===== src/rtl/fdiv_unit.sv =====
// Binary32 divider y = x1/x2 (radix-2 restoring), done 28 cycles after start; start ignored while busy.
// Optional IEEE zero/inf/NaN handling when FDIV_SPECIAL_EN is defined.
module fdiv_unit (
    input  logic        clk,
    input  logic        rst,
    input  logic        start,
    input  logic [31:0] x1,
    input  logic [31:0] x2,
    output logic [31:0] y,
    output logic        ovf,
    output logic        busy,
    output logic        done
);
    typedef enum logic [1:0] {IDLE, DIV, RND} state_t;

    state_t            state_q, state_d;
    logic [4:0]        cnt_q, cnt_d;
    logic [31:0]       a_q, a_d, b_q, b_d;
    logic [25:0]       rem_q, rem_d, quo_q, quo_d;
    logic signed [9:0] exp_q, exp_d;
    logic [31:0]       y_q, y_d;
    logic              ovf_q, ovf_d, busy_q, busy_d, done_q, done_d;

    logic [23:0]       m1, m2;
    logic              lt, sgn, rnd_up;
    logic [24:0]       sum;
    logic signed [9:0] exp_r;
    logic [22:0]       frac_r;

    always_comb begin
        m1     = {1'b1, a_q[22:0]};
        m2     = {1'b1, b_q[22:0]};
        lt     = m1 < m2;
        sgn    = a_q[31] ^ b_q[31];
        // quo_q = 24 significand bits, guard, round; leftover remainder is the sticky bit
        rnd_up = quo_q[1] & (quo_q[0] | (|rem_q) | quo_q[2]);
        sum    = {1'b0, quo_q[25:2]} + {24'd0, rnd_up};
        exp_r  = sum[24] ? exp_q + 10'sd1 : exp_q;
        frac_r = sum[24] ? sum[23:1] : sum[22:0];
    end

`ifdef FDIV_SPECIAL_EN
    logic a_zero, b_zero, a_inf, b_inf, spec_nan;
    always_comb begin
        a_zero   = (a_q[30:23] == 8'h00);
        b_zero   = (b_q[30:23] == 8'h00);
        a_inf    = (a_q[30:23] == 8'hFF) && (a_q[22:0] == 23'd0);
        b_inf    = (b_q[30:23] == 8'hFF) && (b_q[22:0] == 23'd0);
        spec_nan = ((a_q[30:23] == 8'hFF) && (a_q[22:0] != 23'd0)) ||
                   ((b_q[30:23] == 8'hFF) && (b_q[22:0] != 23'd0)) ||
                   (a_zero && b_zero) || (a_inf && b_inf);
    end
`endif

    always_comb begin
        state_d = state_q;
        cnt_d   = cnt_q;
        a_d     = a_q;
        b_d     = b_q;
        rem_d   = rem_q;
        quo_d   = quo_q;
        exp_d   = exp_q;
        y_d     = y_q;
        ovf_d   = ovf_q;
        busy_d  = busy_q;
        done_d  = 1'b0;
        case (state_q)
            IDLE: begin
                // busy_q still high here means this is the done cycle, where start is ignored
                busy_d = 1'b0;
                if (start && !busy_q) begin
                    a_d     = x1;
                    b_d     = x2;
                    cnt_d   = 5'd0;
                    busy_d  = 1'b1;
                    state_d = DIV;
                end
            end
            DIV: begin
                cnt_d = cnt_q + 5'd1;
                if (cnt_q == 5'd0) begin
                    rem_d = lt ? {1'b0, m1, 1'b0} : {2'b00, m1};
                    exp_d = $signed({2'b00, a_q[30:23]}) - $signed({2'b00, b_q[30:23]})
                            + 10'sd127 - (lt ? 10'sd1 : 10'sd0);
                    quo_d = 26'd0;
                end else if (rem_q >= {2'b00, m2}) begin
                    rem_d = (rem_q - {2'b00, m2}) << 1;
                    quo_d = {quo_q[24:0], 1'b1};
                end else begin
                    rem_d = rem_q << 1;
                    quo_d = {quo_q[24:0], 1'b0};
                end
                if (cnt_q == 5'd26) state_d = RND;
            end
            RND: begin
                done_d  = 1'b1;
                busy_d  = 1'b1;
                state_d = IDLE;
                ovf_d   = 1'b0;
                if (exp_r >= 10'sd255) begin
                    y_d   = {sgn, 8'hFF, 23'd0};
                    ovf_d = 1'b1;
                end else if (exp_r <= 10'sd0) begin
                    y_d = {sgn, 31'd0};
                end else begin
                    y_d = {sgn, exp_r[7:0], frac_r};
                end
`ifdef FDIV_SPECIAL_EN
                if (spec_nan) begin
                    y_d   = 32'h7FC00000;
                    ovf_d = 1'b0;
                end else if (a_inf || b_zero) begin
                    y_d   = {sgn, 8'hFF, 23'd0};
                    ovf_d = 1'b0;
                end else if (a_zero || b_inf) begin
                    y_d   = {sgn, 31'd0};
                    ovf_d = 1'b0;
                end
`endif
            end
            default: state_d = IDLE;
        endcase
    end

    always_ff @(posedge clk or posedge rst) begin
        if (rst) begin
            state_q <= IDLE;
            cnt_q   <= 5'd0;
            a_q     <= 32'd0;
            b_q     <= 32'd0;
            rem_q   <= 26'd0;
            quo_q   <= 26'd0;
            exp_q   <= 10'sd0;
            y_q     <= 32'd0;
            ovf_q   <= 1'b0;
            busy_q  <= 1'b0;
            done_q  <= 1'b0;
        end else begin
            state_q <= state_d;
            cnt_q   <= cnt_d;
            a_q     <= a_d;
            b_q     <= b_d;
            rem_q   <= rem_d;
            quo_q   <= quo_d;
            exp_q   <= exp_d;
            y_q     <= y_d;
            ovf_q   <= ovf_d;
            busy_q  <= busy_d;
            done_q  <= done_d;
        end
    end

    assign y    = y_q;
    assign ovf  = ovf_q;
    assign busy = busy_q;
    assign done = done_q;
endmodule


===== config.mk =====
export PLATFORM = sky130hd
export DESIGN_NAME = fdiv_unit
export DESIGN_NICKNAME = d
export VERILOG_FILES = /design/src/rtl/fdiv_unit.sv
export SDC_FILE = /design/constraint.sdc
export NUM_CORES = 1
export LEC_CHECK = 0
export ABC_AREA = 1
export CELL_PAD_IN_SITES_DETAIL_PLACEMENT = 1
export CELL_PAD_IN_SITES_GLOBAL_PLACEMENT = 1
export CORE_MARGIN = 1
export CORE_UTILIZATION = 46
export CTS_BUF_LIST = sky130_fd_sc_hd__clkbuf_8 sky130_fd_sc_hd__clkbuf_16
export DETAILED_ROUTE_END_ITERATION = 8
export PLACE_DENSITY_LB_ADDON = 0.1
export RECOVER_POWER = 100
export SKIP_CTS_REPAIR_TIMING = 1
export SLEW_MARGIN = 20
export SYNTH_ARGS = -nofsm -noshare
export SYNTH_HDL_FRONTEND = slang
export SYNTH_SLANG_ARGS = --single-unit

===== constraint.sdc =====
create_clock -name clk -period 10.5 [get_ports clk]
set_clock_uncertainty 0.2 [all_clocks]
set_input_delay 2.1 -clock clk [delete_from_list [all_inputs] [get_ports clk]]
set_output_delay 2.1 -clock clk [all_outputs]
set_load 0.02 [all_outputs]

## Word level (Yosys, flattened, before mapping)

Index checks and enable logic that the tools add are counted.

- Memories kept: 0
- Input bits: 67
- Memory bits (read-only): 0
- Output and inout bits: 35
- Register bits: 168
- Bits in latches: 0
- Bits in writable memories: 0
- Word-level logic and storage cells: 61

- Reduce and logical (&&, ||, !) cells: 11
- Multiplexer cells: 19
- Divide/modulo/power cells: 0
- Add/subtract/negate cells: 7
- Bitwise logic cells: 4
- Order comparisons: 4
- Eq/ne operators: 5
- Multiply operators: 0
- Shifts and indexed selects: 0

Operators with widths:

| cell | number |
|---|---|
| 26-bit two-way mux | 3 |
| 31-bit two-way mux | 2 |
| 26-bit by 24-bit >= comparator with 1-bit output | 1 |
| 26-bit OR reduction | 1 |
| 24-bit by 1-bit adder with 25-bit output | 1 |
| 25-bit two-way mux | 1 |
| 25-bit by 24-bit subtractor with 25-bit output | 1 |
| 24-bit less-than comparator | 1 |
| 23-bit two-way mux | 1 |
| 10-bit by 2-bit adder with 10-bit output, second input constant | 1 |
| 9-bit by 8-bit adder with 10-bit output, second input constant | 1 |
| 10-bit by 9-bit >= comparator with 1-bit output, second input constant | 1 |
| 10-bit by 1-bit <= comparator with 1-bit output, second input constant | 1 |
| 10-bit two-way mux | 1 |
| 5-bit case mux with 2 select lines | 1 |
| 10-bit by 2-bit subtractor with 10-bit output | 1 |
| 8-bit by 8-bit subtractor with 9-bit output | 1 |
| 2-bit AND reduction | 4 |
| 5-bit by 1-bit adder with 5-bit output, second input constant | 1 |
| 5-bit == test, second input constant | 1 |
| 5-bit zero test | 1 |
| 1-bit two-way mux | 5 |
| 5-bit two-way mux | 1 |
| 2-bit two-way mux | 2 |
| other kinds (12) | 15 |

## Depth between registers and ports, before layout

- Depth after elaboration: 9
- Gate-level depth with buffers: 23

## Worst setup path before layout

OpenSTA, ideal clock, no wires.

- Path kind: flip-flop to flip-flop
- Start point: register a_q[22]
- End point: register exp_q[7]
- Setup time: 0.131 ns
- Required time: 10.169 ns
- Stages on the path, launching flop included: 22
- Slack: 7.038 ns
- Arrival: 3.132 ns
- Path through: dfrtp_1 -> ha_1 -> and3_1 -> nand2_1 -> nor4_1 -> nand2_1 -> nand2_1 -> clkbuf_1 -> ha_1 -> ha_1 -> inv_1 -> fa_1 -> nor3_1 -> o21ai_0 -> nand2_1 -> a21oi_1 -> inv_1 -> nand2_1 -> nand2_1 -> inv_1 -> o21ai_0 -> o21ai_0

- Longest elaborated chain between the ends: 3

RTL lines:

| what | RTL line | text |
|---|---|---|
| start, declared | 18 | `logic [31:0] a_q, a_d, b_q, b_d;` |
| start signal, assigned | 129 | `a_q <= 32'd0;` |
| start signal, assigned | 141 | `a_q <= a_d;` |
| 24-bit less-than comparator | 33 | `lt = m1 < m2;` |
| 1-bit two-way mux | 84 | `+ 10'sd127 - (lt ? 10'sd1 : 10'sd0);` |
| 10-bit by 2-bit subtractor with 10-bit output | 84 |  |
| end signal, assigned | 145 | `exp_q <= exp_d;` |
| end, declared | 20 | `logic signed [9:0] exp_q, exp_d;` |

Every way passes these cells.
A chain may end at the register's enable or synchronous reset.

## Worst setup path in the final report

- Start point: input start
- End point: register b_q[0]

- Longest elaborated chain between the ends: 2

RTL lines:

| what | RTL line | text |
|---|---|---|
| start, declared | 6 | `input logic start,` |
| 1-bit logical AND | 71 | `if (start && !busy_q) begin` |
| 2-bit AND reduction (no line) | n/a |  |
| end signal, assigned | 130 | `b_q <= 32'd0;` |
| end signal, assigned | 142 | `b_q <= b_d;` |
| end, declared | 18 |  |

Every way passes these cells.

==> results.md <==
Status:
- The run finished, with violations left.
- The final reports fail on capacitance limit, slew limit.

CTS:
- TritonCTS built the clock tree.
- The number of sinks handled by clock tree synthesis is 168.
- Clock-pin slew was measured on the worst setup and hold paths at 0.07 ns.
- The number of levels the H-tree was split into is 4.
- The CTS buffer count is 17.
- The clock reaches the later pin of the worst-skew pair after 0.44 ns.
- The clock passes through at most 2 buffers.
- The cell at the root of the clock tree is clkbuf_16.

Yosys:
- The share of synthesized flip-flops with an asynchronous set or reset is 100.0%.
- The Yosys step of the flow raised 0 warnings.
- The summed instance area of the synthesized netlist is 11360 um^2.
- The number of distinct library cell variants in the gate-level netlist after synthesis is 47.
- In this run, synthesis inferred 0 flip-flops with an integrated enable.
- Yosys attributes the largest share of cell area to dfrtp_1, nand2_1, ha_1, inv_1, nand3_1.
- The sequential share of the synthesized area is 37.00%.
- The total of flip-flops plus latches after synthesis is 168.
- The largest total area in the synthesized netlist belongs to dfrtp_1.
- The synthesized netlist net count is 1729.
- The most used flip-flop cell after synthesis is dfrtp_1.
- Averaged over all synthesized cells, the footprint is 7.132 um^2.
- The share of synthesized area in the top cell type comes to 37.00%.
- The cell count after synthesis came out at 1593.

Timing:
- The worst pin sits at a relative slew slack of -231.8%.
- The final hold violation count was 0.
- Based on the critical path, the design can be clocked at up to 148.3 MHz.
- The smallest clock period supported by the final layout is computed as 6.741 ns.
- The aggregate negative setup slack is 0 ns.
- The measured slew at the worst slew-check pin is 4.951 ns.
- The final worst hold slack is 0.2756 ns.
- The total count of max-transition violations in the final report is 360.
- The ratio of final minimum period to clock period is 64.20%.
- Setup repair after global routing left no endpoint under its margin.
- The setup violation total in the final timing report is 0.

Place:
- The final RePlAce weighted congestion is 0.9315.
- Once placement finished, the instance area stood at 12640 um^2.
- The instance count after placement with tap cells included is 1975.
- The detailed placement HPWL is 27970 um.
- The number of buffer cells added on primary ports is 101.

Layout:
- The library cells used most frequently in the layout, excluding fill and tap cells, are nand2_1, inv_1, dfrtp_1.
- The number of cells in the finished layout apart from fillers is 2007.
- The count of filler cells inserted in the layout is 3177.
- The area growth from synthesis to layout is 15.75%.
- Leaving out fill and tap cells, the most frequent cell in the layout is nand2_1.
- The final instance area is 13150 um^2.
- The register area is 4204 um^2.
- The ratio of cells with drive above 1 in the final layout is 5.051%.
- The final layout contains 1806 nets.
- The diode insertion count for antenna repair is 0.
- Summing all multi-input logic gate instances after layout gives 6085 um^2.

Floorplanning:
- The initial utilization of the core area, before any placement, comes to 46.85%.
- The die outline area is 25330 um^2.
- The vertical die dimension is 159.2 um.
- In this run the standard cell core region covers 24250 um^2.
- The number of rows in the core area is 57.
- The number of primary I/O pins is 102.
- The die is 159.2 um wide.

Routing:
- The detail-routed via count per cell is 5.489.
- The number of nets still failing antenna checks after routing is 0.
- The via count is 11020.
- The remaining design rule violation count is 0.
- After detailed routing, the average wire length per cell comes to 18.27 um.
- After the first detailed-routing iteration, the DRC count stood at 595.
- The final routed wirelength across all metal layers is 36670 um.
- For this run, the detailed router's first-pass iteration total came to 5.

Power and ir drop:
- The sum of internal, switching and leakage power is 4722 uW.
- The total power density per cell area is 359.1 nW/um^2.
- The worst-case IR drop observed on VDD is 0.1510 mV.
- The leakage power total is 0.006819 uW.

GRT:
- The remaining global-route overflow is 0.
- The via count of the first global-routing pass is 11670.
- The initial antenna violation count is 0.
- Global routing consumed, over all layers together, 30.14% of the routing resources.
- The pin count of the biggest net entering global routing is 112.
- The global-route wire length before repair is 60540 um.

Setup path:
- At the worst endpoint, the required time is 10.62 ns.
- The element type at the critical path end is a flip-flop.
- The maximum net fanout on the critical path is 63.
- At the worst endpoint, the arrival time is 6.86 ns.
- The worst setup path is of the input pin to flip-flop kind.
- The element type at the critical path start is an input pin.

Flow run:
- The tool flagged a number of max-cap violations equal to 6.

Worst hold path:
- The class of the tightest hold or removal check is flip-flop to flip-flop.
## synth_stat cells (3+ instances only)
master,n
nor2_1,166
o21ai_0,52
a21o_1,3
inv_1,206
or2_2,5
buf_6,5
o21ai_1,3
nor4_1,10
dfrtp_1,168
nand3b_1,4
nand2_2,5
o22ai_1,25
nand3_1,131
xor2_1,21
nor3_1,13
a21oi_1,107
mux2_2,11
fa_1,3
nand3_2,21
ha_1,66
xnor2_1,14
nand4_1,43
nand2_1,432
inv_2,4
clkbuf_1,46
## final cells by class
class | instances | area share (%)
Clock buffer | 17 | 3.235
Timing Repair Buffer | 112 | 8.145
Multi-Input combinational cell | 1158 | 46.27
Tap cell | 324 | 3.083
Inverter | 213 | 6.099
Sequential cell | 168 | 31.97
Clock inverter | 15 | 1.199
## final timing paths
path | slack [ns] | cells past startpoint | to | start
max | 3.76 | 6 | b_q[0] | start
min | 0.28 | 2 | y[29] | y[29]
max reg2reg | 4.11 | 8 | quo_q[18] | state_q[0]
min reg2reg | 0.28 | 2 | y[29] | y[29]
max in group asynchronous | 4.33 | 3 | b_q[12] | rst
min in group asynchronous | 3.45 | 2 | y[22] | rst
## routing by layer
layer | part of all wire, % | GRT usage (%)
met5 | 0 | 0
met4 | 4.7 | 15.65
met3 | 3.2 | 3.360
met2 | 53 | 56.08
met1 | 39 | 33.78
## per-stage QoR
step	worst slack [ns]	util (%)
finish	3.759	54.23
global placement	5.849	52.14
floorplan	3.653	-
global route	3.279	54.23
CTS	5.522	54.54
detailed placement	5.618	52.14
## kinds of logic after synthesis
logic type | after synthesis | synth area share, %
AO/OA/AOI/OAI | 202 | 9.603
XOR/XNOR | 35 | 2.698
adder cells (fa/ha/maj) | 69 | 7.797
buffers and inverters | 267 | 9.185
flip-flops | 168 | 37.00
multiplexers | 12 | 1.178
AND/OR/NAND/NOR | 840 | 32.53
## flip-flops by register name, summed over array words and instances, names as in the netlist
name,count
a_q,32
b_q,32
busy,1
cnt_q,5
done,1
exp_q,10
ovf,1
quo_q,26
rem_q,26
state_q,2
y,32
## where the power goes
group,internal [uW],leakage (uW),switching (uW)
Sequential,886,0.00205,186
Clock,338,0.000286,304
Combinational,1020,0.00448,1980
Total,2250,0.00682,2470
## critical path, cell delays in order
cell,delay (ns)
dlygate4sd3_1,0.53
inv_1,0.07
nor2_1,0.06
nand3_1,1.54
clkbuf_1,2.03
mux2_2,0.48
(Power assumes the default switching activity.)
